[src/rtl/rfu.sv]
// rfu: register-fetch stage owning the GPR file and machine CSRs, feeding the deu bus
module rfu #(
    parameter int NR_GPR = 32
) (
    input  logic         clock,
    input  logic         reset,
    input  logic         ifu_valid_i,
    input  logic [31:0]  ifu_pc_i,
    input  logic [31:0]  ifu_inst_i,
    input  logic         wb_valid_i,
    input  logic         wb_gr_we_i,
    input  logic [4:0]   wb_rd_i,
    input  logic [31:0]  wb_wdata_i,
    input  logic         wb_csr_we_i,
    input  logic [11:0]  wb_csr_addr_i,
    input  logic [31:0]  wb_csr_wdata_i,
    input  logic         wb_excp_i,
    input  logic         wb_xret_i,
    input  logic [31:0]  wb_pc_i,
    output logic [191:0] rfu_deu_bus_o,
    output logic         valid_o,
    output logic [31:0]  csr_mtvec_o,
    output logic [31:0]  csr_mepc_o
);
    localparam int IW = $clog2(NR_GPR);

    logic [31:0] gpr [NR_GPR];
    logic [31:0] mstatus, mtvec, mepc, mcause;
    logic [31:0] mstatus_n, mtvec_n, mepc_n, mcause_n;
    logic [31:0] rs1_value, rs2_value, csr_value;
    logic        gr_we, csr_we, excp, xret;

    assign gr_we  = wb_valid_i && wb_gr_we_i && wb_rd_i != 5'd0 && int'(wb_rd_i) < NR_GPR;
    assign csr_we = wb_valid_i && wb_csr_we_i;
    assign excp   = wb_valid_i && wb_excp_i;
    assign xret   = wb_valid_i && wb_xret_i && !wb_excp_i;

    assign csr_mtvec_o = mtvec;
    assign csr_mepc_o  = mepc;

    function automatic logic [31:0] gpr_read(input logic [4:0] idx);
        if (idx == 5'd0 || int'(idx) >= NR_GPR) return 32'd0;
        if (gr_we && wb_rd_i == idx) return wb_wdata_i;
        return gpr[idx[IW-1:0]];
    endfunction

    // Next CSR state: the software write lands first, then mret/ecall override only the fields they own
    always_comb begin
        mstatus_n = csr_we && wb_csr_addr_i == 12'h300 ? wb_csr_wdata_i | 32'h0000_1800 : mstatus;
        mtvec_n   = csr_we && wb_csr_addr_i == 12'h305 ? wb_csr_wdata_i : mtvec;
        mepc_n    = excp ? wb_pc_i : csr_we && wb_csr_addr_i == 12'h341 ? wb_csr_wdata_i : mepc;
        mcause_n  = excp ? 32'd11 : csr_we && wb_csr_addr_i == 12'h342 ? wb_csr_wdata_i : mcause;
        if (excp) begin
            mstatus_n[7] = mstatus[3];
            mstatus_n[3] = 1'b0;
        end else if (xret) begin
            mstatus_n[3] = mstatus[7];
            mstatus_n[7] = 1'b1;
        end
    end

    // Operand reads; CSR reads see the next state so a same-cycle write is bypassed
    always_comb begin
        rs1_value = gpr_read(ifu_inst_i[19:15]);
        rs2_value = gpr_read(ifu_inst_i[24:20]);
        csr_value = ifu_inst_i[31:20] == 12'h300 ? mstatus_n :
                    ifu_inst_i[31:20] == 12'h305 ? mtvec_n :
                    ifu_inst_i[31:20] == 12'h341 ? mepc_n :
                    ifu_inst_i[31:20] == 12'h342 ? mcause_n : 32'd0;
    end

    // Capture the deu bus on each fetch pulse; valid is a one-cycle echo of the pulse
    always_ff @(posedge clock) begin
        if (reset) begin
            valid_o       <= 1'b0;
            rfu_deu_bus_o <= '0;
        end else begin
            valid_o <= ifu_valid_i;
            if (ifu_valid_i)
                rfu_deu_bus_o <= {ifu_pc_i + 32'd4, ifu_pc_i, ifu_inst_i, rs1_value, rs2_value, csr_value};
        end
    end

    // Architectural state: CSRs and GPR write-back
    always_ff @(posedge clock) begin
        if (reset) begin
            mstatus <= 32'h0000_1800;
            mtvec   <= '0;
            mepc    <= '0;
            mcause  <= '0;
            for (int i = 0; i < NR_GPR; i++) gpr[i] <= '0;
        end else begin
            mstatus <= mstatus_n;
            mtvec   <= mtvec_n;
            mepc    <= mepc_n;
            mcause  <= mcause_n;
            if (gr_we) gpr[wb_rd_i[IW-1:0]] <= wb_wdata_i;
        end
    end
endmodule

[config.mk]
export PLATFORM = sky130hd
export DESIGN_NAME = rfu
export DESIGN_NICKNAME = d
export VERILOG_FILES = /design/src/rtl/rfu.sv
export SDC_FILE = /design/constraint.sdc
export NUM_CORES = 2
export LEC_CHECK = 0
export CORE_MARGIN = 1
export CORE_UTILIZATION = 48
export CTS_CLUSTER_DIAMETER = 40
export DETAILED_ROUTE_END_ITERATION = 16
export PLACE_DENSITY = 0.77
export REMOVE_ABC_BUFFERS = 1
export SLEW_MARGIN = 20
export SYNTH_ARGS = -nofsm -noshare
export SYNTH_HDL_FRONTEND = slang
export SYNTH_SLANG_ARGS = --single-unit
[constraint.sdc]
create_clock -name clock -period 2.78 [get_ports clock]
set_input_delay 0.556 -clock clock [delete_from_list [all_inputs] [get_ports clock]]
set_output_delay 0.556 -clock clock [all_outputs]
set_load 0.005 [all_outputs]
# Word level (Yosys, flattened, before mapping)
# Memory sizes are Yosys's and may differ from the RTL's.
# Index checks and enable logic that the tools add are counted.
dict set report word_totals {
  inputBits 185
  regBits 321
  ramBits 1024
  mem_count 1
  wordCells 71
  output_inout_bits 257
}
dict set report classes {
  eq_ne 10
  mux 36
  add_sub_neg 1
  reduce_logical 17
}
# name words word_bits read_ports rd_clocked_by_memory_dff write_ports line
set mem_list {}
lappend mem_list {gpr 32 32 2 0 32 27} ;# logic [31:0] gpr [NR_GPR];
# cell n
set ops {}
lappend ops {{$mux 32} 19}
lappend ops {{$eq 12x10->1 const B} 8}
lappend ops {{$add 32x3->32 const B} 1}
lappend ops {{$reduce_or 32->1} 1}
lappend ops {{$mux 1} 16}
lappend ops {{$logic_and 1x1->1} 12}
lappend ops {{$eq 5x5->1} 2}
lappend ops {{$logic_not 5->1} 2}
lappend ops {{$mux 5} 1}
lappend ops {{$reduce_bool 5->1} 1}
lappend ops {{$logic_not 1->1} 1}

# Longest topological paths before layout
dict set report depth {
  ltp_word 8
  ltp_mapped 12
  mapped_depth_nobuf 7
}

# Worst setup path after synthesis
# Ideal clock, no wire load.
dict set report synth_path {
  kind {input to register}
  startpoint {input ifu_inst_i[21]}
  endpoint {register rfu_deu_bus_o[42]}
  required_time_ns 2.658
  n_path_buf 3
  arrival_time_ns 2.523
  setup_slack_ns 0.135
  path_stages 7
  cell_sequence {buf_2 buf_2 clkbuf_1 mux4_2 mux4_2 a22o_1 a221o_1}
}
dict set report synth_via {
  elab_chain_len 6
}
# element line
set synth_lines {}
lappend synth_lines {{start, declared} 9} ;# input logic [31:0] ifu_inst_i,
lappend synth_lines {{parallel branches: the longest is 5 deep, another holds $mem_v2 32x32} --}
lappend synth_lines {{$mux 32 (*)} 43} ;# if (gr_we && wb_rd_i == idx) return wb_wdata_i;
lappend synth_lines {{end signal, assigned} 80} ;# rfu_deu_bus_o <= {ifu_pc_i + 32'd4, ifu_pc_i, ifu_inst_i, rs1_value, rs2_value, csr_value};
lappend synth_lines {{end, declared} 20} ;# output logic [191:0] rfu_deu_bus_o,
# Mark *: on every way between the ends. The select of a mux whose other input is x is not followed.
# A chain may end at the register's enable or synchronous reset.

# Final worst setup path
dict set report layout_path {
  startpoint {register rfu_deu_bus_o[70]}
  endpoint {output rfu_deu_bus_o[70]}
}
# No word-level cell between the ends.

==> impl_metrics.ini <==
[timing]
hold_viol_final = 0
finalCriticalPeriod_ns = 2.54
slew_headroom = 0.236
timing.fmax_mhz = 394
slew_violations = 0
rsz0062_at_grt = no
fin_skew_ns = 0.0731
setup_viol = 0
worst_slack_ns = 0.241
post-route-period-util = 0.913
tightest_slew_ns = 1.14

[place]
pre_cts_slack_ns = -0.363
place_congestion = 0.973
numPortBuffers = 441
hpwl_um = 159000

[floorplanning]
initial_utilization = 0.484
coreArea_mm2 = 0.140
dieArea_mm2 = 0.142
die_h_um = 377
rows = 137
dieWidth_um = 377
pin_count = 442

[clock_network]
cts.sinks = 1343
ctsLongestPathBuffers = 3
numCtsBuffers = 180
cts_resized = 0
clockRootBuffer = clkbuf_16
holdBufCountCts = 0
clkLatencyLatePin_ns = 0.85
cts_post_setup_buffers_inserted = 0
cts_tree = yes
path_clk_slew_ns = 0.06
htreeDepth = 4

[setup_path]
arrival_ns = 1.98
worstPathMaxFanout = 2
crit_slowest_cell = clkdlybuf4s50_1
path_cells = clkdlybuf4s50_1
cp_data_required_time_ns = 2.22
cp_top_family = buffers and inverters
end_kind = output pin
critPathKind = reg -> out
critPathLaunchType = register
cp_num_buf_inv = 1
cpPeakStageDelay_ns = 0.60

[logic_synthesis]
yosysWarnings = 0
avgSynthCellArea_um2 = 13.4
synth_top_cell_by_area = edfxtp_1
yosys_register_bits = 1343
synthTopCellsByArea = edfxtp_1 (45%), mux4_2 (17%), dfxtp_1 (9.4%)
async_flop_share = 0
synth_edf_count = 1024
synth_seq_area_share = 0.549
syn_inst = 5040
synth_top_area_share = 0.455
ys.flop_type = edfxtp_1
synth.distinct_cells = 67
syn_area_mm2 = 0.0676

[power_and_ir_drop]
vdd.ir_drop.worst_uv = 540
leakage_nw = 31.1
power_density_mw_per_mm2 = 631
p_total_mw = 53.4

[grt]
grt_use_total = 0.336
antenna_found_initial = 19
grt_max_degree = 122
grt_remaining_overflow = 0
grt_pass1_wl_um = 345000
grt_pass1_vias = 49923

[detailed_routing]
ant_nets = 0
num_vias = 50438
drt-initial-drc-count = 7743
avgRoutedWirePerCell_um = 31.2
drc = 0
routed_wirelength_um = 241000
first_pass_iters = 8
vias_per_cell = 6.51

[run_status]
status = completed

[finish]
n_fill_cell = 10194
area_growth_pct = 25.4
regArea_mm2 = 0.0371
finalNetCount = 5894
multi_input_area_mm2 = 0.0287
utilization = 0.607
drive_above_1_share = 0.243

[worst_hold_path]
hold_class = in -> reg

[flow_run]
cap_violations = 0
cell type report:
type / instances / share of cell area
diodes: 10 / 0.000295
clock buffers: 229 / 0.0577
clock inverters: 107 / 0.0164
inverters: 5 / 0.000251
multi-input cells: 3228 / 0.339
flip-flops and latches: 1343 / 0.438
well taps: 1876 / 0.0277
repair buffers: 950 / 0.120
per-stage QoR:
stage / std cells / hold slack [ns] / instance area [um2] / setup TNS (ns)
2_1_floorplan: 4576 / 0.416 / 65600 / -90.29
3_3_place_gp: 7402 / 0.432 / 78400 / -40.39
3_5_place_dp: 7402 / 0.435 / 78400 / -63.46
4_1_cts: 7738 / 0.0873 / 84700 / 0
5_1_grt: 7741 / 0.0964 / 84700 / 0
6_report: 7748 / 0.160 / 84700 / 0
flip-flops by register name, summed over array words and instances, names as in the netlist:
name	count
gpr	1024
rfu_deu_bus_o	190
csr_mepc_o	32
csr_mtvec_o	32
mcause	32
mstatus	32
valid_o	1
power breakdown:
part / internal [mW] / leakage [nW] / switching (mW)
sequential: 22.6 / 12.4 / 0.702
clock: 14.5 / 3.02 / 9.58
combinational: 2.96 / 15.7 / 3.12
total: 40.0 / 31.1 / 13.4
layout by cell type, fill, tap and decap left out, types with 19 or more instances in the layout:
master | Yosys | layout
buf_4 | 14 | 355
dfxtp_1 | 319 | 319
a221o_1 | 48 | 48
clkbuf_16 | 0 | 183
buf_12 | 0 | 155
and2_1 | 993 | 993
o221ai_1 | 29 | 29
clkbuf_1 | 345 | 32
clkdlybuf4s50_1 | 0 | 431
o21ai_0 | 38 | 38
nand2_1 | 301 | 300
bufinv_16 | 0 | 19
a311oi_1 | 23 | 23
nor2_1 | 340 | 306
o22ai_1 | 63 | 63
mux4_2 | 497 | 497
a21oi_1 | 80 | 80
mux2_2 | 24 | 24
mux2i_1 | 279 | 279
o21ai_1 | 35 | 35
inv_6 | 0 | 19
nor3_1 | 23 | 23
a21o_1 | 20 | 20
a22o_1 | 32 | 32
a31oi_1 | 30 | 30
nor2_4 | 0 | 33
a211o_1 | 31 | 31
edfxtp_1 | 1024 | 1024
nand3_1 | 29 | 29
a22oi_1 | 23 | 23
clkinv_2 | 0 | 19
conb_1 | 1 | 32
a211oi_1 | 49 | 49
or2_2 | 31 | 31
path summary, 6_finish.rpt:
path                          start                 to  slack, ns  depth (start not counted)
hold / removal                reset          gpr[0][8]       0.16                          1
setup reg to reg        gpr[10][30]  rfu_deu_bus_o[62]       0.61                          4
setup / recovery  rfu_deu_bus_o[70]  rfu_deu_bus_o[70]       0.24                          1
hold reg to reg         mstatus[12]        mstatus[12]       0.45                          1
Yosys cell counts (24+ instances only):
library cell / number
mux4_2: 497
nand3_1: 29
o22ai_1: 63
a221o_1: 48
o21ai_0: 38
buf_1: 31
nand2_1: 301
buf_2: 90
clkbuf_1: 345
a21oi_1: 80
dfxtp_1: 319
and2_1: 993
or2_2: 31
a31oi_1: 30
edfxtp_1: 1024
a211o_1: 31
a22o_1: 32
mux2i_1: 279
a211oi_1: 49
mux2_2: 24
o221ai_1: 29
o21ai_1: 35
nor2_1: 340
logic make-up (layout without fill, tap and decap cells):
group	count (synthesis)	after routing	share of synthesized area
buf+inv	500	1291	0.0319
fa+ha+maj	1	1	0.000185
xor+xnor	35	35	0.00454
mux	801	801	0.211
compound gates	547	547	0.0578
flops	1343	1343	0.549
other cells	1	42	0.0000555
simple gates	1812	1812	0.145
metal layers:
| layer | vias to the layer above | global-route usage | wire, um |
|---|---|---|---|
| li1 | 20306 | - | - |
| met1 | 24604 | 0.417 | 79600 |
| met2 | 4425 | 0.518 | 109000 |
| met3 | 1091 | 0.0952 | 34900 |
| met4 | 12 | 0.214 | 17800 |
| met5 | - | 0 | 115 |
No activity file was read; power rests on OpenSTA's default activity.
